==> src/rtl/spi_cmd_if.sv <==
// spi_cmd_if: byte-stream (SPI_slave side) and register-bank signals of spi_cmd_ctrl.
// master = the command controller, slave = the SPI_slave / register bank environment.
interface spi_cmd_if #(
   parameter int AW = 7
);
   logic          ssel;
   logic          rx_valid;
   logic [7:0]    rx_data;
   logic          tx_done;
   logic [7:0]    tx_data;
   logic          wr_en;
   logic [AW-1:0] wr_addr;
   logic [7:0]    wr_data;
   logic          rd_en;
   logic [AW-1:0] rd_addr;
   logic [7:0]    rd_data;
   logic          busy;
   logic          err;

   modport master (
      input  ssel, rx_valid, rx_data, tx_done, rd_data,
      output tx_data, wr_en, wr_addr, wr_data, rd_en, rd_addr, busy, err
   );

   modport slave (
      output ssel, rx_valid, rx_data, tx_done, rd_data,
      input  tx_data, wr_en, wr_addr, wr_data, rd_en, rd_addr, busy, err
   );
endinterface

==> src/rtl/spi_cmd_ctrl.sv <==
// spi_cmd_ctrl: parses SSEL-framed {cmd, len, data...} transactions into register strobes.
// Build option AUTO_INC_EN: step the address after every data byte (else fixed FIFO-port address).
module spi_cmd_ctrl #(
   parameter int         AW    = 7,
   parameter int         LEN_W = 8,
   parameter logic [7:0] DUMMY = 8'hFF
) (
   input logic       clk,
   input logic       rst,
   spi_cmd_if.master bus
);
   // RREQ carries the rd_en strobe so that RFETCH sees rd_data one clock later.
   typedef enum logic [2:0] {IDLE, CMD, LEN, WDATA, RREQ, RFETCH, RDATA, DONE} state_t;

   state_t           state, state_nx;
   logic             rx_q, rx_prev, tx_q, tx_prev;
   logic             rx_edge, tx_edge;
   logic [7:0]       rx_byte;
   logic             rw, rw_nx;
   logic [AW-1:0]    addr, addr_nx, addr_step;
   logic [LEN_W-1:0] count, count_nx, len_field;
   logic [7:0]       tx_data_r, tx_data_nx;
   logic             wr_en_r, wr_en_nx;
   logic [AW-1:0]    wr_addr_r, wr_addr_nx;
   logic [7:0]       wr_data_r, wr_data_nx;
   logic             rd_en_r, rd_en_nx;
   logic             err_r, err_nx;

   assign rx_edge   = rx_q & ~rx_prev;
   assign tx_edge   = tx_q & ~tx_prev;
   assign len_field = rx_byte[LEN_W-1:0];

`ifdef AUTO_INC_EN
   assign addr_step = addr + AW'(1);
`else
   assign addr_step = addr;
`endif

   // NOTE: every sequential register uses <= so all flops update from pre-edge values.
   always_ff @(posedge clk or posedge rst) begin
      if (rst) begin
         state     <= IDLE;
         rx_q      <= 1'b0;
         rx_prev   <= 1'b0;
         tx_q      <= 1'b0;
         tx_prev   <= 1'b0;
         rx_byte   <= '0;
         rw        <= 1'b0;
         addr      <= '0;
         count     <= '0;
         tx_data_r <= DUMMY;
         wr_en_r   <= 1'b0;
         wr_addr_r <= '0;
         wr_data_r <= '0;
         rd_en_r   <= 1'b0;
         err_r     <= 1'b0;
      end else begin
         rx_q    <= bus.rx_valid;
         rx_prev <= rx_q;
         tx_q    <= bus.tx_done;
         tx_prev <= tx_q;
         if (bus.rx_valid && !rx_q) rx_byte <= bus.rx_data;
         state     <= state_nx;
         rw        <= rw_nx;
         addr      <= addr_nx;
         count     <= count_nx;
         tx_data_r <= tx_data_nx;
         wr_en_r   <= wr_en_nx;
         wr_addr_r <= wr_addr_nx;
         wr_data_r <= wr_data_nx;
         rd_en_r   <= rd_en_nx;
         err_r     <= err_nx;
      end
   end

   // NOTE: every output of this block gets a default first, so no path can infer a latch.
   always_comb begin
      state_nx   = state;
      rw_nx      = rw;
      addr_nx    = addr;
      count_nx   = count;
      tx_data_nx = tx_data_r;
      wr_en_nx   = 1'b0;
      wr_addr_nx = wr_addr_r;
      wr_data_nx = wr_data_r;
      rd_en_nx   = 1'b0;
      err_nx     = 1'b0;

      if (bus.ssel) begin
         // Deselect wins over any byte edge in the same cycle.
         state_nx   = IDLE;
         tx_data_nx = DUMMY;
         if (state inside {LEN, WDATA, RREQ, RFETCH, RDATA}) err_nx = 1'b1;
      end else begin
         case (state)
            IDLE: state_nx = CMD;
            CMD: if (rx_edge) begin
               rw_nx    = rx_byte[7];
               addr_nx  = AW'(rx_byte[6:0]);
               state_nx = LEN;
            end
            LEN: if (rx_edge) begin
               count_nx = len_field;
               if (len_field == '0) begin
                  state_nx = DONE;
               end else if (!rw) begin
                  state_nx = WDATA;
               end else begin
                  rd_en_nx = 1'b1;
                  state_nx = RREQ;
               end
            end
            WDATA: if (rx_edge) begin
               wr_en_nx   = 1'b1;
               wr_addr_nx = addr;
               wr_data_nx = rx_byte;
               addr_nx    = addr_step;
               count_nx   = count - LEN_W'(1);
               if (count == LEN_W'(1)) state_nx = DONE;
            end
            RREQ: state_nx = RFETCH;
            RFETCH: begin
               tx_data_nx = bus.rd_data;
               addr_nx    = addr_step;
               state_nx   = RDATA;
            end
            RDATA: if (tx_edge) begin
               count_nx = count - LEN_W'(1);
               if (count == LEN_W'(1)) begin
                  tx_data_nx = DUMMY;
                  state_nx   = DONE;
               end else begin
                  rd_en_nx = 1'b1;
                  state_nx = RREQ;
               end
            end
            DONE: if (rx_edge) err_nx = 1'b1;
            default: state_nx = IDLE;
         endcase
      end
   end

   assign bus.tx_data = tx_data_r;
   assign bus.wr_en   = wr_en_r;
   assign bus.wr_addr = wr_addr_r;
   assign bus.wr_data = wr_data_r;
   assign bus.rd_en   = rd_en_r;
   assign bus.rd_addr = addr;
   assign bus.busy    = (state != IDLE);
   assign bus.err     = err_r;
endmodule

==> src/flat_wrapper.sv <==
// flat-port wrapper written by rule: the top's interface ports become plain ports
module spi_cmd_ctrl_flat 
#(
   parameter int         AW    = 7,
   parameter int         LEN_W = 8,
   parameter logic [7:0] DUMMY = 8'hFF
)
  (clk, rst, bus_ssel, bus_rx_valid, bus_rx_data, bus_tx_done, bus_rd_data, bus_tx_data, bus_wr_en, bus_wr_addr, bus_wr_data, bus_rd_en, bus_rd_addr, bus_busy, bus_err);
  spi_cmd_if #(.AW(AW)) bus_i ();
  input logic clk;
  input logic rst;
  input wire logic [$bits(bus_i.ssel)-1:0] bus_ssel;
  input wire logic [$bits(bus_i.rx_valid)-1:0] bus_rx_valid;
  input wire logic [$bits(bus_i.rx_data)-1:0] bus_rx_data;
  input wire logic [$bits(bus_i.tx_done)-1:0] bus_tx_done;
  input wire logic [$bits(bus_i.rd_data)-1:0] bus_rd_data;
  output wire logic [$bits(bus_i.tx_data)-1:0] bus_tx_data;
  output wire logic [$bits(bus_i.wr_en)-1:0] bus_wr_en;
  output wire logic [$bits(bus_i.wr_addr)-1:0] bus_wr_addr;
  output wire logic [$bits(bus_i.wr_data)-1:0] bus_wr_data;
  output wire logic [$bits(bus_i.rd_en)-1:0] bus_rd_en;
  output wire logic [$bits(bus_i.rd_addr)-1:0] bus_rd_addr;
  output wire logic [$bits(bus_i.busy)-1:0] bus_busy;
  output wire logic [$bits(bus_i.err)-1:0] bus_err;
  assign bus_i.ssel = bus_ssel;
  assign bus_i.rx_valid = bus_rx_valid;
  assign bus_i.rx_data = bus_rx_data;
  assign bus_i.tx_done = bus_tx_done;
  assign bus_i.rd_data = bus_rd_data;
  assign bus_tx_data = bus_i.tx_data;
  assign bus_wr_en = bus_i.wr_en;
  assign bus_wr_addr = bus_i.wr_addr;
  assign bus_wr_data = bus_i.wr_data;
  assign bus_rd_en = bus_i.rd_en;
  assign bus_rd_addr = bus_i.rd_addr;
  assign bus_busy = bus_i.busy;
  assign bus_err = bus_i.err;
  spi_cmd_ctrl #(.AW(AW), .LEN_W(LEN_W), .DUMMY(DUMMY)) u_core (.clk(clk), .rst(rst), .bus(bus_i));
endmodule
==> config.mk <==
export PLATFORM = sky130hd
export DESIGN_NAME = spi_cmd_ctrl_flat
export DESIGN_NICKNAME = d
export VERILOG_FILES = /design/src/rtl/spi_cmd_if.sv /design/src/rtl/spi_cmd_ctrl.sv /design/src/flat_wrapper.sv
export SDC_FILE = /design/constraint.sdc
export NUM_CORES = 1
export LEC_CHECK = 0
export CAP_MARGIN = 20
export CORE_UTILIZATION = 46
export CTS_CLUSTER_DIAMETER = 120
export DETAILED_ROUTE_END_ITERATION = 7
export PLACE_DENSITY = 0.81
export SLEW_MARGIN = 15
export SYNTH_ARGS = -nofsm -noshare
export SYNTH_HDL_FRONTEND = slang
export SYNTH_SLANG_ARGS = --single-unit
==> constraint.sdc <==
create_clock -name clk -period 1.8 [get_ports clk]
set_input_delay 0.36 -clock clk [delete_from_list [all_inputs] [get_ports clk]]
set_output_delay 0.36 -clock clk [all_outputs]
set_load 0.01 [all_outputs]
# Word level (Yosys, flattened, before mapping)
# Index checks and enable logic that the tools add are counted.
# Widths: inputs -> output; s select.
# totals
inputBits	21
out_inout_bits	34
wordCells	83
register_bits	57
# op_classes
eq_ne	17
mux	31
n_bitwise	5
reduce_logical	14
add_sub_neg	1
# ops
cell	n
$mux 8	6
$mux 3	8
$pmux 8 s3	1
$pmux 3 s7	1
$pmux 8 s2	1
$eq 3x3->1 const B	4
$mux 1	12
$ne 3x2->1 const B	4
$reduce_and 3->1	3
$reduce_bool 3->1	3
$eq 8x1->1 const B	1
$logic_not 8->1	1
$reduce_bool 8->1	1
$sub 8x1->8 const B	1
$eq 3x2->1 const B	2
$ne 2x1->1 const B	3
$ne 3x3->1 const B	2
$reduce_and 6->1	1
$reduce_and 5->1	1
$reduce_bool 5->1	1
$eq 3x1->1 const B	1
$logic_not 3->1	1
$not 1->1	3
$and 1x1->1	2
other kinds (4)	4

# Logic depth before layout (Yosys ltp)
# depth
depth_word	5
mapped_depth	6
depth_no_buf	6

# Least setup slack after synthesis
# No wires, ideal clock.
# synth_timing
kind	input port to flip-flop
startpoint	input bus_ssel
endpoint	register u_core.wr_addr_r[0], in the netlist u_core.bus.wr_addr[0]
arrival_ns	1.664
setup_time_ns	0.125
path_buffers	2
required_ns	1.675
setup_slack_ns	0.011
stages	6
path_cell_list	clkbuf_2 and2b_2 nand2_1 nor3_2 buf_6 mux2_2
# synth_between
elab_chain_cells	2
# synth_rtl
item	line	source
from (decl)	flat_wrapper.sv:12	input wire logic [$bits(bus_i.ssel)-1:0] bus_ssel;
$not 1->1 (no source line)	n/a	
$reduce_and 3->1 (no source line)	n/a	
to (signal assigned)	spi_cmd_ctrl.sv:69	wr_addr_r <= wr_addr_nx;
to (decl)	spi_cmd_ctrl.sv:24	logic [AW-1:0] wr_addr_r, wr_addr_nx;
# Every way passes these cells.
# A chain may end at the register's enable or synchronous reset.

# Worst setup path in the final report
# layout_timing
startpoint	register u_core.count[4]
endpoint	register u_core.state[2]
# layout_between
elab_chain_cells	3
# layout_rtl
item	line	source
from (decl)	spi_cmd_ctrl.sv:21	logic [LEN_W-1:0] count, count_nx, len_field;
from (signal assigned)	spi_cmd_ctrl.sv:66	count <= count_nx;
$eq 8x1->1	spi_cmd_ctrl.sv:119	if (count == LEN_W'(1)) state_nx = DONE;
$ne 3x3->1 (no source line)	n/a	
$reduce_and 6->1 (no source line)	n/a	
to (signal assigned)	spi_cmd_ctrl.sv:63	state <= state_nx;
to (decl)	spi_cmd_ctrl.sv:15	state_t state, state_nx;
# Every way passes these cells.

==> results.py <==
metrics = {
    "critical_path": {
        "worstSetupStartpointType": "register",
        "arrival_ns": 2.04,
        "rrSetupSlack_ns": 0.02,
        "worstSetupPathType": "reg -> reg",
        "cp_max_fo": 5,
        "r2r_cells": 4,
        "end_kind": "register",
        "slowest_stage": "or4_4",
        "slowest_delay_ns": 0.54,
        "timing.rr.start": "u_core.count[4]",
        "path_cells": "nor4_4, a21boi_2, or4_4, a21oi_2",
        "required_ns": 2.06,
        "reg2reg_to": "u_core.state[2]",
        "endpoint": "u_core.state[2]",
        "crit_start": "u_core.count[4]",
    },
    "global_routing": {
        "first_global_vias": 2137,
        "antenna_found_initial": 0,
        "grt_overflow_total": 0,
        "grt_use_total_pct": 22.1,
        "grt_pass1_wl_um": 10100,
        "grt_max_degree": 58,
    },
    "floorplan": {
        "rows": 27,
        "core_area_mm2": 0.00551,
        "die_h_um": 77.5,
        "initial_core_util_pct": 47.6,
        "die_area_mm2": 0.00600,
        "pin_count": 55,
        "die_x_um": 77.5,
    },
    "drt": {
        "viasPerCell": 5.40,
        "postRouteAntennaNets": 0,
        "vias": 2112,
        "wl_per_cell_um": 15.6,
        "dr.pass1.iters": 4,
        "drt_iter0_drc": 209,
        "drc_errors": 0,
        "wl_um": 6110,
    },
    "synth": {
        "synth-simple-area-share_pct": 12.3,
        "synthXorXnorAreaFrac_pct": 0.334,
        "syn_nets": 243,
        "ys_ff_latch": 57,
        "syn_inst": 220,
        "muxShareOfSynthArea_pct": 16.8,
        "synth_compound_area_share_pct": 11.1,
        "yosysSeqAreaShare_pct": 54.8,
        "yosys_warnings": 0,
        "synth-main-ff-cell": "dfrtp_1",
        "avgSynthCellArea_um2": 11.9,
        "syn-cell-area_mm2": 0.00262,
        "synth_top_family_by_area": "multiplexers",
        "async_flop_share_pct": 100,
        "synth_edf_count": 0,
        "yosys.cell_types.count": 50,
        "synthAdderAreaFrac_pct": 0.955,
    },
    "sta": {
        "worst-slew-pin-transition_ns": 0.452,
        "hold_viol": 0,
        "max_freq_mhz": 561,
        "drv_slew": 0,
        "whs_ns": 0.413,
        "setup_viol": 0,
        "skew_ns": 0.0100,
        "post-route-min-period_ns": 1.78,
        "min_period_over_period_pct": 99.1,
        "finalSetupTns_ns": 0,
        "relSlewSlack_pct": 69.6,
    },
    "final_layout": {
        "fillCellCount": 415,
        "multi_input_area_mm2": 0.00111,
        "layout-drive-gt1-share_pct": 32.9,
        "syn2layout_area_growth_pct": 42.1,
        "final_util_pct": 67.7,
        "final_common_cell": "clkdlybuf4s50_1",
        "regArea_mm2": 0.00144,
        "layout_common_cells": "clkdlybuf4s50_1 (52), dfrtp_1 (48), buf_4 (33)",
        "diodes": 0,
        "design_area_mm2": 0.00373,
        "fin_nets": 337,
    },
    "placed_design": {
        "placed_area_mm2": 0.00348,
        "gp_congestion": 0.865,
        "place_hpwl_um": 4040,
        "numPortBuffers": 54,
    },
    "clocking": {
        "cts_root_buffer": "clkbuf_8",
        "cts_tree": "yes",
        "clk_pin_slew_ns": 0.06,
        "ctsHoldBuffers": 0,
        "clk-insertion-delay-late_ns": 0.34,
        "cts.path.max_buffers": 2,
        "h-tree-depth": 3,
        "cts_buffers": 9,
        "cts_sinks": 57,
    },
    "power_and_ir_drop": {
        "powerDensity_mw_per_mm2": 1160,
        "p_total_uw": 4310,
        "irDropWorstVdd_v": 0.000720,
        "leakage_uw": 0.00167,
    },
    "outcome": {
        "outcome": "completed",
    },
    "run": {
        "maxCapViolCount": 0,
    },
    "hold_path": {
        "min_path_type": "reg -> reg",
    },
}
-- cell type report --
class | count | area share, %
flip-flops and latches | 57 | 38.6
repair buffers | 91 | 23.1
inverters | 15 | 1.51
clock buffers | 13 | 4.00
clock inverters | 3 | 0.470
well taps | 72 | 2.42
multi-input cells | 140 | 29.9
-- worst min path at each step --
stage	from	end	slack [ns]	depth (start not counted)
6_report	u_core.tx_q	u_core.tx_prev	0.41	0
5_1_grt	rst	u_core.bus.wr_data[6]	0.44	3
4_1_cts	rst	u_core.bus.wr_data[5]	0.42	3
3_5_place_dp	u_core.tx_q	u_core.tx_prev	0.40	0
3_3_place_gp	u_core.tx_q	u_core.tx_prev	0.39	0
2_1_floorplan	u_core.tx_q	u_core.tx_prev	0.37	0
-- timing repair --
action / in CTS / in global routing
endpoints found under the setup margin: 9 / 16
pin swaps: 1 / 1
cloned: 0 / 0
buffers inserted: 3 / 3
resized for setup: 2 / 10
-- synthesized netlist by cell type, types with 3 or more instances --
cell | instances | share of area (%)
dfrtp_1 | 49 | 47
nor2_1 | 11 | 1.6
nand3_1 | 7 | 1.3
inv_1 | 15 | 2.1
nor4_1 | 3 | 0.72
a21oi_1 | 7 | 1.3
nand2_1 | 13 | 1.9
nor3_1 | 4 | 0.76
a2bb2oi_1 | 3 | 1.0
nor2b_1 | 3 | 0.72
mux2i_1 | 9 | 3.4
dfstp_2 | 8 | 8.0
o21ai_0 | 7 | 1.3
o22ai_1 | 5 | 1.2
nor3b_1 | 3 | 0.86
mux2_2 | 31 | 13
buf_2 | 4 | 0.76
-- worst max-delay path, delay by kind of cell (launching register included) --
family           cells  cell delay [ns]
AO/OA/AOI/OAI        2             0.26
flip-flops           1             0.43
AND/OR/NAND/NOR      2             1.02
-- cell families (layout without fill, tap and decap cells) --
family	Yosys count	in the layout
xor gates and xnor gates	1	1
adders and majority gates	2	2
muxes	40	40
DFF	57	57
and+or+nand+nor	57	57
AOI/OAI and AO/OA	40	40
buffers and inverters	23	122
-- stage by stage --
stage / instances / worst slack (ns)
final: 391 / 0.0170
after CTS: 388 / 0.00223
after detailed placement: 369 / -0.149
after global routing: 391 / -0.0337
after global placement: 369 / -0.126
after floorplan: 220 / 0.0108
-- where the power goes --
group / leakage [uW] / switching (uW) / internal [uW]
registers: 0.000693 / 272 / 1620
logic: 0.000888 / 563 / 822
clock network: 0.0000834 / 500 / 533
total: 0.00167 / 1340 / 2980
-- metal layers --
metal | global-route usage [%] | up-vias | wire [um]
met5 | 0 | - | 0
met4 | 9.43 | 0 | 96
met3 | 6.47 | 12 | 380
met2 | 36.4 | 80 | 3020
met1 | 27.1 | 1031 | 2620
li1 | - | 989 | -
-- state kept, by name, summed over array words and instances (netlist names) --
signal,count
u_core.bus.tx_data,8
u_core.bus.wr_data,8
u_core.count,8
u_core.len_field,8
u_core.bus.rd_addr,7
u_core.bus.wr_addr,7
u_core.state,3
u_core.bus.err,1
u_core.bus.rd_en,1
u_core.bus.wr_en,1
u_core.rw,1
u_core.rx_prev,1
u_core.rx_q,1
u_core.tx_prev,1
u_core.tx_q,1
Note: power is estimated with default switching activity, not from simulation.
==> variant 1, RTL diff (same settings) <==
`AW` is set to 7 in 3 places; all go to 5.
--- a/src/rtl/spi_cmd_if.sv
+++ b/src/rtl/spi_cmd_if.sv
@@ -2,5 +2,5 @@
 // master = the command controller, slave = the SPI_slave / register bank environment.
 interface spi_cmd_if #(
-   parameter int AW = 7
+   parameter int AW = 5
 );
    logic          ssel;
--- a/src/rtl/spi_cmd_ctrl.sv
+++ b/src/rtl/spi_cmd_ctrl.sv
@@ -2,5 +2,5 @@
 // Build option AUTO_INC_EN: step the address after every data byte (else fixed FIFO-port address).
 module spi_cmd_ctrl #(
-   parameter int         AW    = 7,
+   parameter int         AW    = 5,
    parameter int         LEN_W = 8,
    parameter logic [7:0] DUMMY = 8'hFF
--- a/src/flat_wrapper.sv
+++ b/src/flat_wrapper.sv
@@ -2,5 +2,5 @@
 module spi_cmd_ctrl_flat 
 #(
-   parameter int         AW    = 7,
+   parameter int         AW    = 5,
    parameter int         LEN_W = 8,
    parameter logic [7:0] DUMMY = 8'hFF
Interface: changed (resized bus_rd_addr and bus_wr_addr); port bits go from 55 to 51. The function was not compared with the original's and may differ.
==> variant 1 against the original RTL <==
Wire length is 7.7% lower. First-iteration DRC count shrank 35%. Synthesized area is 1.4% lower. Worst setup slack better by 0.031 ns. Worst hold slack got worse by 0.11 ns. Critical path depth fell by 3. Register-to-register slack improved by 0.05 ns. Cell area decreased by 6.5%. Via count is 7.9% lower. Total power up 3.6%. Sequential cell count shrank 4.
==> variant 1: results (changes against the original RTL) <==
outcome -> completed
Placement Cell Area -> 3310 sq um (-4.8%)
worst-path maximum fanout -> 2 (-3)
PortBufs -> 50 (-7.4%)
Starting DRT DRC Count -> 136 (-35%)
first-pass GRT wire length -> 9.83 mm (-2.9%)
count of cell types in the netlist -> 55 (+10%)
Clock transition at path regs -> 0.09 ns (+0.03 ns)
H-tree depth -> 2 (-1)
Worst EP arrival -> 1.39 ns (-0.65 ns)
clk pwr -> 0.000845 W (-18%)
measured slew at the worst slew-check pin -> 0.518 ns (+0.0666 ns)
largest net degree at the start of global routing -> 27 (-53%)
GR Util All Layers -> 21.4% (-0.75 points)
met2 wire len -> 2.87 mm (-4.7%)
family with the most delay on the worst path -> flip-flops
final estimated routing congestion in global placement -> 0.885 (+2.3%)
clock insertion delay at the later pin of the skew report -> 0.32 ns (-0.02 ns)
met3 WL -> 156 um (-59%)
Routed WL -> 5.64 mm (-7.7%)
dpl ws -> -0.0671 ns (+0.0821 ns)
sequential area share after synthesis -> 51.7% (-3.1 points)
clk buf depth -> 2 (unchanged)
worst vdd ir -> 0.790 mV (+9.6%)
syn nets -> 240 (-1.2%)
WL per Instance -> 15.6 um (about the same)
Final HPWL DP -> 4.17 mm (+3.0%)
Mapped Avg Cell Area -> 11.9 sq um (about the same)
CTS Buf Count -> 5 (-4)
Internal Power -> 0.00302 W (+1.3%)
total grt overflow -> 0 (unchanged)
dpl cells -> 350 (-5.1%)
Critical-path top delay cell -> dfstp_2
Pleak -> 1.54 nW (-7.5%)
Final Skew -> 0.00750 ns (-0.00251 ns)
Metal-1 WL -> 2.51 mm (-4.2%)
Final Net Count -> 313 (-7.1%)
combinational cell fraction of total power -> 39.3% (+7.2 points)
pwr dens -> 1280 nW/um^2 (+11%)
vias per inst -> 5.39 (-0.25%)
vias in the first global route -> 2004 (-6.2%)
==> variant 1: path summary, 6_finish.rpt <==
kind                                        from               endpoint  slack (ns)  depth (start not counted)
hold reg to reg                      u_core.tx_q         u_core.tx_prev        0.43                          0
max in group asynchronous                    rst  u_core.bus.wr_data[4]        1.00                          3
setup / recovery           u_core.bus.tx_data[7]         bus_tx_data[7]        0.05                          1
hold / removal                               rst         u_core.bus.err        0.30                          2
min in group clk                     u_core.tx_q         u_core.tx_prev        0.43                          0
setup reg to reg                 u_core.state[2]        u_core.count[6]        0.07                          7
==> variant 1: area by class of cell <==
type / count / area [sq um]
timing repair buffer: 77 / 739
clock inverter: 2 / 37.5
fill: 440 / 1790
multi-input combinational: 140 / 1150
inverter: 13 / 48.8
sequential: 53 / 1340
clock buffer: 6 / 82.6
tap: 70 / 87.6
==> variant 1: layer usage <==
| metal | vias up | track usage, % |
|---|---|---|
| met3 | 8 | 2.38 |
| met4 | 0 | 9.62 |
| met5 | - | 0 |
| li1 | 923 | - |
| met1 | 976 | 27.7 |
| met2 | 38 | 36.0 |
==> variant 1: worst reg2reg max path: stages, from the launching register on <==
cell      delay, ns
dfrtp_1        0.40
buf_4          0.16
buf_4          0.17
and4bb_2       0.25
o21ai_2        0.22
buf_4          0.19
a21oi_1        0.05
o22a_1         0.18
==> variant 1: what timing repair did <==
action	4_1_cts	5_1_grt
pin swaps	0	1
buffers inserted	2	1
resized for setup	1	2
endpoints found under the setup margin	1	5
==> variant 1: cell families after synthesis <==
family          count (synthesis)  synth area share (%)
xor+xnor                        1                 0.630
compound gates                 41                  11.9
fa+ha+maj                       2                 0.968
buf+inv                        24                  4.46
mux                            38                  16.2
simple gates                   58                  14.1
flops                          53                  51.7
==> variant 2, RTL diff (same settings) <==
Made on the original files. `wr_data_r` no longer has a reset.
--- a/src/rtl/spi_cmd_ctrl.sv
+++ b/src/rtl/spi_cmd_ctrl.sv
@@ -52,5 +52,4 @@
          wr_en_r   <= 1'b0;
          wr_addr_r <= '0;
-         wr_data_r <= '0;
          rd_en_r   <= 1'b0;
          err_r     <= 1'b0;
@@ -68,8 +67,11 @@
          wr_en_r   <= wr_en_nx;
          wr_addr_r <= wr_addr_nx;
-         wr_data_r <= wr_data_nx;
          rd_en_r   <= rd_en_nx;
          err_r     <= err_nx;
       end
+   end
+
+   always_ff @(posedge clk) begin
+      wr_data_r <= wr_data_nx;
    end
 
Formal check against the unedited RTL: differs if rst is asserted again (counterexample within 10 cycles, from zero or initial values and one cycle with rst high); with rst held inactive, the same outputs for 10 cycles.
==> variant 2 against the original RTL <==
Sequential cell count stayed put. Cell area is 1.4% higher. Worst hold slack worse by 0.046 ns. Total power is 14% higher. Worst setup slack worse by 0.00058 ns. Synthesized area is 0.19% higher. Largest power group unchanged. First-iteration DRC count is 22% lower. Wire length is 6.9% higher. Critical path type unchanged.
==> variant 2: results (changes against the original RTL) <==
sequential area share after synthesis -> 56.2% (+1.4 points)
Pleak -> 1.54 nW (-7.5%)
top post-synthesis cells by area -> dfrtp_1 (39%), mux2_2 (11%), edfxtp_1 (9.1%)
FILL cells -> 394 (-5.1%)
DR vias -> 2113 (+0.047%)
worst-path maximum fanout -> 5 (unchanged)
clock insertion delay at the later pin of the skew report -> 0.34 ns (about the same)
hold crit path type -> in -> async
Post-synth EDFFs -> 8 (+8)
GR Util All Layers -> 23.5% (+1.4 points)
reg2reg start -> u_core.count[1]
clk buf depth -> 2 (unchanged)
Synth top cells by count -> dfrtp_1 (41), mux2_2 (25), a21oi_1 (10), nand2_1 (10)
final hold violations -> 0 (unchanged)
count of cell types in the netlist -> 53 (+6.0%)
vias in the first global route -> 2182 (+2.1%)
syn nets -> 231 (-4.9%)
initial antenna violation count -> 0 (unchanged)
FFs w/ async S/R, synth -> 86.0% (-14 points)
first-pass GRT wire length -> 10.7 mm (+5.3%)
DRT Pass-1 Iters -> 4 (unchanged)
Worst R2R End -> u_core.state[1]
Placement Cell Area -> 3450 sq um (-0.83%)
WL per Instance -> 17.5 um (+12%)
worst vdd ir -> 0.968 mV (+34%)
Starting DRT DRC Count -> 163 (-22%)
outcome -> completed
Clock transition at path regs -> 0.07 ns
antenna cells -> 0 (unchanged)
ys flop type -> dfrtp_1
warning count from the yosys run -> 0 (unchanged)
CTS Buf Count -> 9 (unchanged)
largest net degree at the start of global routing -> 50 (-14%)
R2R Setup Slk -> 0.02 ns
total grt overflow -> 0 (unchanged)
share of layout cells above drive strength 1 -> 37.1% (+4.2 points)
measured slew at the worst slew-check pin -> 0.534 ns (+0.0822 ns)
R2R depth -> 7 (+3)
Final HPWL DP -> 4.24 mm (+4.9%)
final estimated routing congestion in global placement -> 0.920 (+6.4%)
Final Net Count -> 320 (-5.0%)
Final Skew -> 0.00858 ns (-0.00144 ns)
root buffer cell -> clkbuf_8
H-tree depth -> 3 (unchanged)
PortBufs -> 54 (unchanged)
worst hold margin -> 0.367 ns (-0.0462 ns)
Worst EP arrival -> 1.98 ns (-0.06 ns)
==> variant 2: final cells by class <==
cell class | instances | area [sq um] | share of cell area (%)
timing repair buffer | 87 | 837 | 22.2
clock inverter | 5 | 53.8 | 1.42
sequential | 57 | 1480 | 39.2
multi-input combinational | 135 | 1140 | 30.2
inverter | 7 | 26.3 | 0.695
tap | 72 | 90.1 | 2.38
clock buffer | 11 | 151 | 4.01
==> variant 2: how the worst max path moves through the flow <==
stage,from,end,slack [ns],cells past startpoint
6_report,u_core.count[1],u_core.state[1],0.02,7
5_1_grt,u_core.state[1],u_core.state[0],-0.03,5
4_1_cts,u_core.state[1],u_core.count[6],0.007,6
3_5_place_dp,bus_ssel,u_core.count[6],-0.26,6
3_3_place_gp,bus_ssel,u_core.count[1],-0.04,5
2_1_floorplan,u_core.rx_prev,u_core.bus.wr_addr[0],0.02,4
==> variant 2: through the flow <==
step           cells  worst slack, ns  power, W  TNS [ns]  util, %
2_1_floorplan    208           0.0157   0.00276         0        -
6_report         374           0.0164   0.00491         0     68.6
4_1_cts          374          0.00679   0.00485         0     67.8
5_1_grt          374          -0.0311   0.00517   -0.0703     68.6
3_5_place_dp     351           -0.262   0.00349     -1.29     62.6
3_3_place_gp     351          -0.0421   0.00343    -0.290     62.6
==> variant 2: logic make-up (layout without fill, tap and decap cells) <==
kind of cell | after synthesis | after routing | synth area share [%]
compound gates | 57 | 57 | 16.7
flops | 57 | 57 | 56.2
simple gates | 49 | 49 | 12.1
mux | 26 | 26 | 11.1
buf+inv | 16 | 110 | 2.53
fa+ha+maj | 2 | 2 | 0.953
xor+xnor | 1 | 1 | 0.334
==> variant 2: where the power goes <==
group / total [W] / internal [W] / switching [W]
Clock: 0.00121 / 0.000708 / 0.000499
Combinational: 0.00178 / 0.000947 / 0.000837
Sequential: 0.00192 / 0.00162 / 0.000299
Total: 0.00491 / 0.00328 / 0.00163
==> variant 2: metal layers <==
| layer | part of all wire, % | global-route usage (%) | vias to the layer above |
|---|---|---|---|
| met3 | 5.0 | 5.06 | 25 |
| met4 | 4.1 | 15.7 | 0 |
| met1 | 42 | 30.0 | 1034 |
| met2 | 49 | 35.8 | 87 |
| met5 | 0 | 0 | - |
| li1 | - | - | 967 |
==> variant 2: worst max-delay path, stage by stage, from the launching register on <==
cell      delay [ns]
dfrtp_1         0.39
inv_1           0.09
ha_1            0.13
nor3b_2         0.22
buf_4           0.19
a31oi_1         0.10
a221oi_1        0.37
o22ai_1         0.15
==> variant 2: timing repair <==
action	CTS	global route
buffers inserted	7	0
pin swaps	0	1
gates resized for setup	7	9
endpoints found under the setup margin	3	10
gates cloned	0	0
